**src/rtl/hilo_multdiv.sv**
```systemverilog
// hilo_multdiv: multi-cycle unsigned MULTU/DIVU unit owning HI/LO, with MFHI/MFLO read port and hazard stall.
module hilo_multdiv #(
  parameter int WIDTH = 32,
  parameter int CNT_W = 5
) (
  input  logic             clk,
  input  logic             reset,
  input  logic             start,
  input  logic [5:0]       Signal,
  input  logic [WIDTH-1:0] dataA,
  input  logic [WIDTH-1:0] dataB,
  output logic             busy,
  output logic             done,
  output logic             stall,
  output logic [WIDTH-1:0] hi,
  output logic [WIDTH-1:0] lo,
  output logic [WIDTH-1:0] out
);
  localparam logic [5:0] F_MULTU = 6'b011001;
  localparam logic [5:0] F_DIVU  = 6'b011011;
  localparam logic [5:0] F_MFHI  = 6'b010000;
  localparam logic [5:0] F_MFLO  = 6'b010010;
  typedef enum logic [1:0] {IDLE, MUL, DIV, DONE} state_t;
  state_t               state_q, state_d;
  logic [CNT_W-1:0]     cnt_q, cnt_d;
  logic [WIDTH-1:0]     op_q, op_d, hi_q, hi_d, lo_q, lo_d;
  logic [2*WIDTH-1:0]   acc_q, acc_d, mul_nxt, div_nxt, step_nxt;
  logic [WIDTH:0]       msum, cand, diff;
  logic                 is_multu, is_divu, is_mf, accept, ge, last;
  always_comb begin
    is_multu = Signal == F_MULTU;
    is_divu  = Signal == F_DIVU;
    is_mf    = (Signal == F_MFHI) | (Signal == F_MFLO);
    busy     = (state_q == MUL) | (state_q == DIV);
    done     = state_q == DONE;
    stall    = start & is_mf & busy;
    hi       = hi_q;
    lo       = lo_q;
    out      = (Signal == F_MFHI) ? hi_q : (Signal == F_MFLO) ? lo_q : '0;
    // acc = {partial product, remaining multiplier bits}; add multiplicand when the low bit is set
    msum     = {1'b0, acc_q[2*WIDTH-1:WIDTH]} + (acc_q[0] ? {1'b0, op_q} : '0);
    mul_nxt  = {msum, acc_q[WIDTH-1:1]};
    // acc = {remainder, dividend bits shifting into quotient}; ge decides restore vs keep
    cand     = acc_q[2*WIDTH-1:WIDTH-1];
    ge       = cand >= {1'b0, op_q};
    diff     = cand - {1'b0, op_q};
    div_nxt  = ge ? {diff[WIDTH-1:0], acc_q[WIDTH-2:0], 1'b1}
                  : {cand[WIDTH-1:0], acc_q[WIDTH-2:0], 1'b0};
    step_nxt = (state_q == MUL) ? mul_nxt : div_nxt;
    last     = cnt_q == CNT_W'(WIDTH - 1);
    accept   = start & (is_multu | is_divu) & ((state_q == IDLE) | (state_q == DONE));
    state_d  = state_q;
    cnt_d    = cnt_q;
    op_d     = op_q;
    acc_d    = acc_q;
    hi_d     = hi_q;
    lo_d     = lo_q;
    if (accept) begin
      state_d = is_multu ? MUL : DIV;
      cnt_d   = '0;
      op_d    = is_multu ? dataA : dataB;
      acc_d   = {{WIDTH{1'b0}}, is_multu ? dataB : dataA};
    end else if (busy) begin
      acc_d = step_nxt;
      cnt_d = cnt_q + CNT_W'(1);
      if (last) begin
        state_d = DONE;
        hi_d    = step_nxt[2*WIDTH-1:WIDTH];
        lo_d    = step_nxt[WIDTH-1:0];
      end
    end else if (done) begin
      state_d = IDLE;
    end
  end
  always_ff @(posedge clk or negedge reset) begin
    if (!reset) begin
      state_q <= IDLE;
      cnt_q   <= '0;
      op_q    <= '0;
      acc_q   <= '0;
      hi_q    <= '0;
      lo_q    <= '0;
    end else begin
      state_q <= state_d;
      cnt_q   <= cnt_d;
      op_q    <= op_d;
      acc_q   <= acc_d;
      hi_q    <= hi_d;
      lo_q    <= lo_d;
    end
  end
endmodule

```
**config.mk**
```make
export PLATFORM = sky130hd
export DESIGN_NAME = hilo_multdiv
export DESIGN_NICKNAME = d
export VERILOG_FILES = /design/src/rtl/hilo_multdiv.sv
export SDC_FILE = /design/constraint.sdc
export NUM_CORES = 1
export LEC_CHECK = 0
export CORE_MARGIN = 10
export CORE_UTILIZATION = 45
export DETAILED_ROUTE_END_ITERATION = 12
export PLACE_DENSITY = 0.68
export SLEW_MARGIN = 20
export SYNTH_ARGS = -nofsm -noshare
export SYNTH_HDL_FRONTEND = slang
export SYNTH_SLANG_ARGS = --single-unit
```
**constraint.sdc**
```tcl
create_clock -name clk -period 8.5 [get_ports clk]
set_input_delay 0.85 -clock clk [delete_from_list [all_inputs] [get_ports clk]]
set_output_delay 0.85 -clock clk [all_outputs]
set_load 0.05 [all_outputs]
```
==> results.json <==
{
  "h-tree-depth": 4,
  "synthMuxAreaShare_pct": 11.6,
  "ys_async_sr_fraction_pct": 100,
  "synth_compound_gate_area_share_pct": 22.2,
  "vias": 11389,
  "first_pass_iters": 7,
  "clock.fmax_mhz": 224,
  "path_clk_slew_ps": 70,
  "area_delta_synth_final_pct": 19.4,
  "cts_resized": 0,
  "clk_path_buf_depth": 2,
  "synth.avg_cell_area_um2": 8.70,
  "synth_top_area_cell": "dfrtp_1",
  "ctsHoldBuffers": 0,
  "vdd_ir_drop_max_v": 0.000206,
  "fillCellCount": 2480,
  "clk_latency_ps": 450,
  "cts_sinks": 167,
  "fin_crit_sh_pct": 52.5,
  "hold_slack_ps": 325,
  "layout_common_cells": "clkdlybuf4s50_1, dfrtp_1, nand2_1",
  "cts_setup_buffers": 0,
  "antenna_found_initial": 0,
  "run_status": "complete, no violations",
  "grt_pass1_wl_um": 62000,
  "critPathRequiredTime_ps": 8820,
  "critPathKind": "reg -> reg",
  "core_area_um2": 27000,
  "p_total_uw": 6960,
  "dpl.hpwl_um": 28300,
  "rows": 60,
  "finalHoldViolCount": 0,
  "syn-num-nets": 1566,
  "port_buffers": 171,
  "critPathMaxFanout": 34,
  "grt.overflow.total": 0,
  "ios": 172,
  "initial_core_util_pct": 45.8,
  "route.detailed.vias_per_inst": 6.06,
  "hp-class": "in -> async",
  "syn_area_um2": 12400,
  "drv_cap": 0,
  "placed_cell_area_um2": 14200,
  "min_period_ps": 4460,
  "drtIter0Drc": 1026,
  "cts_root_buffer": "clkbuf_16",
  "maxSlewHeadroom_pct": 27.3,
  "synth.area.top_cells": "dfrtp_1, mux2i_1, ha_1, o21ai_0, nand2_1",
  "numCtsBuffers": 17,
  "grt_start_max_net_pins": 101,
  "ys.flop_type": "dfrtp_1",
  "fp.dieW_um": 186,
  "yosysWarnings": 0,
  "synth_edf_count": 0,
  "r2r_cells": 12,
  "rsz0062_at_grt": "no",
  "final_common_cell": "clkdlybuf4s50_1",
  "fp.dieH_um": 186,
  "skew_ps": 15.7,
  "die_area_um2": 34500,
  "synth.top_cell.area_share_pct": 33.8,
  "nets": 1669,
  "drt_wl_total_um": 38900,
  "post_synth_num_cell_types": 81,
  "syn_inst": 1422,
  "synth_xor_area_share_pct": 3.40,
  "antenna_cells": 0,
  "gp_congestion": 0.946,
  "setup_viol": 0,
  "grt_pass1_vias": 11044,
  "ys_seq_elements": 167,
  "drc": 0,
  "stdcell_area_um2": 14800,
  "tns_ps": 0,
  "wire_per_inst_um": 20.7,
  "yosysSeqAreaShare_pct": 33.8,
  "synthSimpleGateAreaFrac_pct": 16.8,
  "crit_path_start_kind": "flip-flop",
  "power.density_nw_per_um2": 471,
  "power_leakage_uw": 0.00638,
  "synth_top_family_by_area": "compound AO/OA/AOI/OAI gates",
  "crit_arrival_ps": 4790,
  "cts_tree": "done",
  "synth_fa_ha_area_share_pct": 7.31,
  "drive_gt1_share_pct": 5.34,
  "drv_slew": 0,
  "worst_slew_pin_slew_ps": 1090,
  "grt_usage_pct": 22.5,
  "end_kind": "flip-flop",
  "ant_nets": 0
}
[cell families after synthesis]
group,Yosys count
compound gates,412
fa+ha+maj,71
xor+xnor,48
simple gates,439
flops,167
mux,142
buf+inv,143
[power by group]
part	leakage, uW	switching (uW)	internal, uW	total (uW)
sequential	0.00205	441	1160	1600
combinational	0.00405	2860	1710	4570
clock	0.000282	398	392	790
[routing by layer]
layer  part of all wire (%)  wire, um  vias to the layer above  global-route usage, %
li1                       -         -                     5419                      -
met1                     47     18100                     5571                   31.1
met2                     45     17500                      343                   34.7
met3                    5.9      2310                       56                   3.90
met4                    2.4       948                        0                   7.55
met5                      0         0                        -                      0
[state kept, by name, indices dropped and copies added, names as in the netlist]
register and cells:
lo 32, acc_q 64, state_q 2, hi 32
op_q 32, cnt_q 5
[metrics by stage]
step	utilization [%]	setup WS, ps	cells
floorplan	-	4860	1422
global placement	52.5	4330	1847
detailed placement	52.5	4190	1847
CTS	54.6	4120	1878
global route	54.6	3820	1878
finish	54.6	4040	1878
[Yosys cell counts, types with 5 or more instances]
master and count:
dfrtp_1 167, nand2_1 158, mux2i_1 134, o21ai_0 130
nor2_1 89, clkbuf_1 82, a21oi_1 70, ha_1 69
nor3_1 56, inv_1 45, and2_1 41, a221oi_1 35
a21o_1 30, nand3_1 29, xor2_1 26, a211oi_1 22
xnor2_1 22, a31oi_1 16, and3_1 15, o21ai_1 12
o22ai_1 12, a211o_1 11, nand4_1 8, or3_1 8
o211ai_1 7, o21a_1 7, a311oi_1 6, mux2_2 6
o21bai_1 6, a211oi_2 5
[cell type report]
class                   instances  area [um^2]  area share [%]
flip-flops and latches        167         4180            28.3
clock buffers                  17          425            2.88
well taps                     341          427            2.89
inverters                      45          169            1.14
repair buffers                182         1790            12.1
multi-input cells            1112         7630            51.7
clock inverters                14          148            1.00
[worst max-delay path, stage by stage (launching register included)]
cell and delay [ps]:
dfrtp_1 760, and2_1 330, ha_1 220, fa_1 440
a211oi_1 290, o21bai_1 190, o21ai_0 520, nand3_1 260
and2_1 260, a311o_1 440, a31o_2 300, a221oi_1 260
nand2b_1 80
[final timing paths]
kind | start | endpoint | slack (ps)
min in group clk | cnt_q[3] | cnt_q[3] | 490
max in group asynchronous | reset | hi[10] | 6960
hold reg to reg | cnt_q[3] | cnt_q[3] | 490
setup reg to reg | acc_q[0] | hi[29] | 4040
hold / removal | reset | lo[7] | 330
setup / recovery | acc_q[0] | hi[29] | 4040
(Power assumes the default switching activity.)
